--- src/rtl/arb_pkg.sv ---
// Shared state, owner codes and sizing helpers for the memory port arbiter.
package arb_pkg;

  localparam int unsigned DEF_AW = 32;
  localparam int unsigned DEF_DW = 32;

  typedef enum logic [2:0] {
    IDLE,
    BUSY_I,
    BUSY_D,
    RESP_I,
    RESP_D
  } state_t;

  localparam logic [1:0] OWN_NONE = 2'd0;
  localparam logic [1:0] OWN_I    = 2'd1;
  localparam logic [1:0] OWN_D    = 2'd2;

  // Bits needed to hold 0..max_val, never less than one.
  function automatic int unsigned cnt_width(input int unsigned max_val);
    return (max_val < 1) ? 1 : $clog2(max_val + 1);
  endfunction

endpackage

--- src/rtl/arb_age_cnt.sv ---
// Saturating up-counter with clear; sat_o is high while the count equals MAX.
module arb_age_cnt
  import arb_pkg::*;
#(
  parameter int unsigned MAX = 8
) (
  input  logic clk,
  input  logic rstn,
  input  logic inc_i,
  input  logic clr_i,
  output logic sat_o
);

  localparam int unsigned CW = cnt_width(MAX);

  logic [CW-1:0] cnt_q, cnt_d;
  logic          sat_q;

  // Clear wins over increment; increment stops at MAX.
  always_comb begin
    cnt_d = cnt_q;
    if (clr_i) begin
      cnt_d = '0;
    end else if (inc_i && (cnt_q != CW'(MAX))) begin
      cnt_d = cnt_q + CW'(1);
    end
  end

  always_ff @(posedge clk) begin
    if (!rstn) begin
      cnt_q <= '0;
      sat_q <= (MAX == 0);
    end else begin
      cnt_q <= cnt_d;
      sat_q <= (cnt_d == CW'(MAX));
    end
  end

  assign sat_o = sat_q;

endmodule

--- src/rtl/mem_port_arbiter.sv ---
// Shares one memory port between I-cache and D-side, D priority with I aging.
// Optional MEM_TIMEOUT_EN: abandon a BUSY transaction after TIMEOUT cycles and flag err.
module mem_port_arbiter
  import arb_pkg::*;
#(
  parameter int unsigned AW       = DEF_AW,
  parameter int unsigned DW       = DEF_DW,
  parameter int unsigned MAX_WAIT = 8,
  parameter int unsigned TIMEOUT  = 64
) (
  input  logic          clk,
  input  logic          rstn,
  input  logic          i_req,
  input  logic [AW-1:0] i_addr,
  output logic          i_ready,
  output logic [DW-1:0] i_rdata,
  input  logic          d_req,
  input  logic          d_we,
  input  logic [AW-1:0] d_addr,
  input  logic [DW-1:0] d_wdata,
  output logic          d_ready,
  output logic [DW-1:0] d_rdata,
  output logic          mem_req,
  output logic          mem_we,
  output logic [AW-1:0] mem_addr,
  output logic [DW-1:0] mem_wdata,
  input  logic          mem_ack,
  input  logic [DW-1:0] mem_rdata,
  output logic [1:0]    owner,
  output logic          err
);

  state_t state_q;
  logic   idle, grant_i, grant_d, age_inc, age_sat, to_hit;

  assign idle    = (state_q == IDLE);
  assign grant_i = idle && i_req && (!d_req || age_sat);
  assign grant_d = idle && d_req && !grant_i;
  assign age_inc = grant_d && i_req;

  arb_age_cnt #(.MAX(MAX_WAIT)) u_age_cnt (
    .clk   (clk),
    .rstn  (rstn),
    .inc_i (age_inc),
    .clr_i (grant_i),
    .sat_o (age_sat)
  );

`ifdef MEM_TIMEOUT_EN
  logic busy, to_sat;
  assign busy = (state_q == BUSY_I) || (state_q == BUSY_D);

  // Saturates on the TIMEOUT-th BUSY cycle; cleared whenever not BUSY.
  arb_age_cnt #(.MAX(TIMEOUT - 1)) u_to_cnt (
    .clk   (clk),
    .rstn  (rstn),
    .inc_i (busy),
    .clr_i (!busy),
    .sat_o (to_sat)
  );
  assign to_hit = busy && to_sat;
`else
  // No timeout: BUSY waits for mem_ack indefinitely.
  assign to_hit = 1'b0 && (TIMEOUT != 0);
`endif

  always_ff @(posedge clk) begin
    if (!rstn) begin
      state_q   <= IDLE;
      owner     <= OWN_NONE;
      mem_req   <= 1'b0;
      mem_we    <= 1'b0;
      mem_addr  <= '0;
      mem_wdata <= '0;
      i_ready   <= 1'b0;
      i_rdata   <= '0;
      d_ready   <= 1'b0;
      d_rdata   <= '0;
      err       <= 1'b0;
    end else begin
      i_ready <= 1'b0;
      d_ready <= 1'b0;
      err     <= 1'b0;
      case (state_q)
        IDLE: begin
          if (grant_i) begin
            state_q   <= BUSY_I;
            owner     <= OWN_I;
            mem_req   <= 1'b1;
            mem_we    <= 1'b0;
            mem_addr  <= i_addr;
            mem_wdata <= '0;
          end else if (grant_d) begin
            state_q   <= BUSY_D;
            owner     <= OWN_D;
            mem_req   <= 1'b1;
            mem_we    <= d_we;
            mem_addr  <= d_addr;
            mem_wdata <= d_wdata;
          end
        end
        BUSY_I: begin
          // An ack in the timeout cycle still counts as a normal completion.
          if (mem_ack) begin
            state_q <= RESP_I;
            mem_req <= 1'b0;
            i_ready <= 1'b1;
            i_rdata <= mem_rdata;
          end else if (to_hit) begin
            state_q <= RESP_I;
            mem_req <= 1'b0;
            i_ready <= 1'b1;
            i_rdata <= '0;
            err     <= 1'b1;
          end
        end
        BUSY_D: begin
          if (mem_ack) begin
            state_q <= RESP_D;
            mem_req <= 1'b0;
            d_ready <= 1'b1;
            d_rdata <= mem_rdata;
          end else if (to_hit) begin
            state_q <= RESP_D;
            mem_req <= 1'b0;
            d_ready <= 1'b1;
            d_rdata <= '0;
            err     <= 1'b1;
          end
        end
        RESP_I, RESP_D: begin
          state_q <= IDLE;
          owner   <= OWN_NONE;
        end
        default: begin
          state_q <= IDLE;
          owner   <= OWN_NONE;
          mem_req <= 1'b0;
        end
      endcase
    end
  end

endmodule

--- config.mk ---
export PLATFORM = sky130hd
export DESIGN_NAME = mem_port_arbiter
export DESIGN_NICKNAME = d
export VERILOG_FILES = /design/src/rtl/arb_pkg.sv /design/src/rtl/arb_age_cnt.sv /design/src/rtl/mem_port_arbiter.sv
export SDC_FILE = /design/constraint.sdc
export NUM_CORES = 1
export LEC_CHECK = 0
export ABC_AREA = 1
export BUFFER_PORTS_ARGS = -buffer_cell sky130_fd_sc_hd__buf_2
export CORE_MARGIN = 2
export CORE_UTILIZATION = 41
export CTS_CLUSTER_DIAMETER = 150
export CTS_CLUSTER_SIZE = 20
export DETAILED_ROUTE_END_ITERATION = 7
export PLACE_DENSITY = 0.76
export SYNTH_ARGS = -nofsm -noshare
export SYNTH_HDL_FRONTEND = slang
export SYNTH_SLANG_ARGS = --single-unit
--- constraint.sdc ---
create_clock -name clk -period 1.3 [get_ports clk]
set_input_delay 0.13 -clock clk [delete_from_list [all_inputs] [get_ports clk]]
set_output_delay 0.13 -clock clk [all_outputs]
set_load 0.005 [all_outputs]
### Word-level counts from Yosys, hierarchy flattened

Index checks and enable logic that the tools add are counted.

* register bits: 142
* logic and storage cells: 67
* bits of input ports: 134
* output and inout port bits: 135

* add/subtract/negate cells: 1
* muxes and demuxes: 21
* equal/unequal tests: 10
* reduce and logical (&&, ||, !) cells: 21
* bitwise operators: 2

Operator list (number)
* 32-bit 2-to-1 mux: 4
* 3-bit 2-to-1 mux: 4
* 2-bit AND reduction: 6
* 3-bit case mux with 3 select lines: 1
* 4-bit 2-to-1 mux: 2
* 3-bit by 2-bit equality test with 1-bit output, second input constant: 2
* 1-bit logical AND: 6
* 1-bit 2-to-1 mux: 6
* 3-bit AND reduction: 2
* 4-bit by 1-bit adder with 4-bit output, second input constant: 1
* 4-bit equality test, second input constant: 1
* 2-bit 2-to-1 mux: 2
* 2-bit inequality test, second input constant: 2
* 4-bit inequality test, second input constant: 1
* 2-bit case mux with 2 select lines: 1
* 2-bit OR reduction: 2
* 3-bit by 1-bit equality test with 1-bit output, second input constant: 1
* 3-bit equality test, second input constant: 1
* 3-bit zero test: 1
* 3-bit by 1-bit inequality test with 1-bit output, second input constant: 1
* 1-bit case mux with 3 select lines: 1
* 1-bit zero test: 2
* 2-bit by 1-bit inequality test with 1-bit output, second input constant: 1
* 1-bit inverter: 2
* 2 further kinds: 2

### Depth between registers and ports, before layout

* word-level depth: 10
* gate-level depth with buffers: 11
* mapped depth without buffers: 11

### Hierarchy

From an unflattened synthesis, not the netlist that was laid out.

* cells, all modules: 769
* area, all modules: 5620.4 um2

Modules (own cells, without submodules)
* mem_port_arbiter: instances 1, area each 5301.3 um2, seq. area each 2742.6 um2, cells an instance 724
* arb_age_cnt: instances 1, area each 319.1 um2, seq. area each 100.1 um2, cells an instance 45

### Worst setup path before layout

OpenSTA, ideal clock, no wires.

* path kind: register -> register
* start point: reg state_q[2]
* end point: reg mem_wdata[10]
* library setup time: 0.132 ns
* data arrival time: 1.148 ns
* required time: 1.168 ns
* stages on the path, launching flop included: 11
* path buffers: 2
* slack: 0.020 ns
* clock period less this slack: 1.280 ns
* cell sequence: dfxtp_1 -> nor2_4 -> inv_2 -> nor2_4 -> nand2_2 -> nand2_2 -> buf_6 -> inv_4 -> buf_6 -> nand2_1 -> a21oi_1

* word-level cells in the longest chain between the ends: 7
* elaborated cells between the ends (all ways): 9
* classes of those cells: mux: 1; reduce/logical: 8

RTL lines
* start: declaration: RTL line mem_port_arbiter.sv:33 `state_t state_q;`
* start signal: assignment: RTL line mem_port_arbiter.sv:69 `state_q <= IDLE;`
* start signal: assignment: RTL line mem_port_arbiter.sv:87 `state_q <= BUSY_I;`
* start signal: assignment: RTL line mem_port_arbiter.sv:94 `state_q <= BUSY_D;`
* 3-bit zero test *: RTL line mem_port_arbiter.sv:36, mem_port_arbiter.sv:84
* 1-bit logical AND (2 in series): RTL line mem_port_arbiter.sv:37 `assign grant_i = idle && i_req && (!d_req || age_sat);`
* 1-bit zero test: RTL line mem_port_arbiter.sv:38 `assign grant_d = idle && d_req && !grant_i;`
* 1-bit logical AND: RTL line mem_port_arbiter.sv:38
* 2-bit nonzero test (no source line)
* 2-bit AND reduction (no source line)
* end signal: assignment: RTL line mem_port_arbiter.sv:99 `mem_wdata <= d_wdata;`
* end: declaration: RTL line mem_port_arbiter.sv:26 `output logic [DW-1:0] mem_wdata,`

Mark *: on every way between the ends. The rest lies on a longest branch, timed or not.
A chain may end at the register's enable or synchronous reset.

### Final worst setup path

* start point: reg state_q[2]
* end point: reg d_rdata[12]

* word-level cells in the longest chain between the ends: 2

RTL lines
* 3-bit by 2-bit equality test with 1-bit output: RTL line mem_port_arbiter.sv:84 `case (state_q)`
* 2-bit AND reduction (no source line)
* end signal: assignment: RTL line mem_port_arbiter.sv:122 `d_rdata <= mem_rdata;`
* end: declaration: RTL line mem_port_arbiter.sv:22 `output logic [DW-1:0] d_rdata,`

Every way passes these cells.

==> results.cfg <==
[run_status]
status = finished, violations left
violated_checks = setup timing

[clock_tree]
clk_path_buf_depth = 2
cts-buffers-inserted = 17
clock_insertion_delay_worst_skew_ps = 420
cts.sink_count = 142
h_tree_levels = 4
cts_tree = built
cts.reportedPaths.clkPinSlew_ps = 60
clockRootBuffer = sky130_fd_sc_hd__clkbuf_16

[logic_synthesis]
async_flop_share_pct = 0
ys_types = 26
synth_top_cells_by_area = sky130_fd_sc_hd__dfxtp_1 (53%), sky130_fd_sc_hd__nand2_1 (10%), sky130_fd_sc_hd__o21ai_0 (7.9%)
fraction_of_synthesized_cell_area_taken_by_the_top_area_cell_type_pct = 53.0
syn_area_sq_um = 5360
number_of_enable_type_register_cells_in_the_synthesized_netlist = 0
yosysSeqAreaShare_pct = 53.0
synth_seq_cells = 142
post_synth.cell_area_avg_sq_um = 7.78
ys.flop_type = sky130_fd_sc_hd__dfxtp_1
mappedNetlistNets = 825
post_synth_inst_count = 689
netlist.top_cell.by_area = sky130_fd_sc_hd__dfxtp_1
ys_warn_count = 0

[timing]
unrepaired_setup_endpoints_after_global_routing = true
setup_viol = 122
timing.clock.skew_ps = 6.13
hold-worst-slack_ps = 15.7
setup_total_negative_slack_ps = -8380
hold_violation_total_from_the_final_report = 0
achievable-frequency_mhz = 672
period_needed_ps = 1490
setup_ws_ps = -188
timing_max_transition_violations_final = 0
final_min_period_over_clock_period_pct = 114

[worst_setup_path]
cp_max_fo = 8
path_class = flop to flop
setup.worst_path.start_class = flop
endpoint_kind = flop
signal_arrival_time_at_the_worst_endpoint_ps = 1780
critical_path_rt_ps = 1590

[final_layout]
area_growth_pct = 80.3
multiInputGateArea_sq_um = 2430
ff_latch_area_sq_um = 2850
layoutNonFillerInstCount = 1286
fillerInstances = 818
fraction_of_final_layout_cells_sized_beyond_drive_strength_1_pct = 39.6
finish.net_count = 1238
layout.cells.most_common_list = sky130_fd_sc_hd__buf_2 (267), sky130_fd_sc_hd__dfxtp_1 (139), sky130_fd_sc_hd__dlygate4sd3_1 (126)
number_of_antenna_cells_inserted = 0
leading_cell_type_in_the_layout_fill_and_taps_excluded = sky130_fd_sc_hd__buf_2

[global_route]
grt_usage_pct = 25.6
grt_start_max_net_pins = 45
grt_pass1_wl_um = 29100
vias_in_the_first_global_route = 6082
antenna_violations_before_repair = 0
globalRoute.totalOverflow = 0

[detailed_routing]
wl_per_cell_um = 17.1
drc = 0
detail_route.wirelength_um = 22000
drt_pre_antenna_iters = 7
routed_vias = 6672
drtIter0Drc = 442
avg_vias_per_cell = 5.19
drt.antenna.violating_nets = 0

[placement]
placed_cells = 1108
portBuffers = 267
detailedPlacementHpwl_um = 10500
routabilityCongestion = 0.820

[floorplan]
die-area_sq_um = 14000
die_w_um = 118
top_level_ports = 269
floorplan.rows = 41
fp.coreArea_sq_um = 12700
floorplan.die.height_um = 118
floorplan.initialDensity_pct = 42.3

[worst_hold_path]
timing.hold.worst.class = primary input to flop

[pwr]
total_power_uw = 14600
power.ir.vdd_worst_v = 0.000871
cellLeakagePower_uw = 0.00462
p_per_area_nw_per_um2 = 1510

[run]
drv.max_cap_violation_count = 0
## worst max-delay path, stage by stage, from the launching register on
cell and delay, ps:
sky130_fd_sc_hd__dfxtp_2 330, sky130_fd_sc_hd__nor2_4 160, sky130_fd_sc_hd__buf_4 130, sky130_fd_sc_hd__buf_6 90, sky130_fd_sc_hd__nand3_4 160, sky130_fd_sc_hd__clkbuf_16 230, sky130_fd_sc_hd__o21ai_1 170, sky130_fd_sc_hd__a21oi_1 90
## path summary, 6_finish.rpt
check	from	cells after the start	end	slack (ps)
setup / recovery	state_q[2]	7	d_rdata[12]	-190
hold / removal	i_addr[30]	3	mem_addr[30]	20
setup reg to reg	state_q[2]	7	d_rdata[12]	-190
hold reg to reg	d_rdata[19]	2	d_rdata[19]	440
## power breakdown
group	total, uW	leakage [uW]	switching [uW]	internal [uW]
Combinational	4080	0.00316	2130	1960
Sequential	5330	0.00116	346	4980
Clock	5150	0.000306	1850	3290
## routing by layer
layer | vias to the layer above | track usage, % | wire [um]
li1 | 3075 | - | -
met1 | 3101 | 28.4 | 8360
met2 | 414 | 44.1 | 10900
met3 | 82 | 7.14 | 1810
met4 | 0 | 14.3 | 868
met5 | - | 0 | 0
## stage by stage
stage / cell area [sq um] / util (%) / setup slack [ps]
after floorplan: 5360 / - / 19.7
after global placement: 6980 / 55.1 / -63.6
after detailed placement: 6980 / 55.1 / -112
after CTS: 8920 / 70.4 / -76.2
after global routing: 9670 / 76.3 / -255
final: 9670 / 76.3 / -188
## Yosys cell counts, types with 2 or more instances
library cell / number
sky130_fd_sc_hd__a21oi_1: 70
sky130_fd_sc_hd__nor2_1: 76
sky130_fd_sc_hd__buf_2: 13
sky130_fd_sc_hd__nand2_2: 2
sky130_fd_sc_hd__inv_1: 46
sky130_fd_sc_hd__clkbuf_1: 23
sky130_fd_sc_hd__o21ai_0: 85
sky130_fd_sc_hd__ha_1: 2
sky130_fd_sc_hd__o21ai_1: 13
sky130_fd_sc_hd__nand2_1: 144
sky130_fd_sc_hd__nor2_4: 2
sky130_fd_sc_hd__buf_6: 6
sky130_fd_sc_hd__nor2_2: 2
sky130_fd_sc_hd__buf_4: 8
sky130_fd_sc_hd__nand3_1: 14
sky130_fd_sc_hd__dfxtp_1: 142
sky130_fd_sc_hd__a31oi_1: 32
## sequential cells by signal (all words and copies together) (netlist names)
register	flops
i_ready	1
i_rdata	32
u_age_cnt.sat_o	1
owner	2
d_ready	1
state_q	3
mem_addr	32
d_rdata	32
mem_wdata	32
mem_we	1
u_age_cnt.cnt_q	4
mem_req	1
## cell type report
type                            count  area share, %
Clock buffer                       20           4.72
Clock inverter                     11           1.71
Inverter                           49           2.10
Multi-Input combinational cell    448           25.1
Sequential cell                   142           29.4
Tap cell                          172           2.23
Timing Repair Buffer              444           34.7
## cell families after synthesis
| group | count (synthesis) | share of synthesized area [%] |
|---|---|---|
| simple gates | 242 | 17.9 |
| flops | 142 | 53.0 |
| compound gates | 201 | 19.6 |
| buf+inv | 99 | 8.68 |
| fa+ha+maj | 2 | 0.467 |
| other cells | 1 | 0.0699 |
| xor+xnor | 2 | 0.327 |
## timing repair
action                                 4_1_cts  5_1_grt
resized for setup                            9      153
hold buffers                               126        0
pin swaps                                    0       27
setup buffers                                0        7
gates cloned                                 1       13
endpoints found under the hold margin       99        0
setup endpoints to repair                  109      129
No activity file was read; power rests on OpenSTA's default activity.
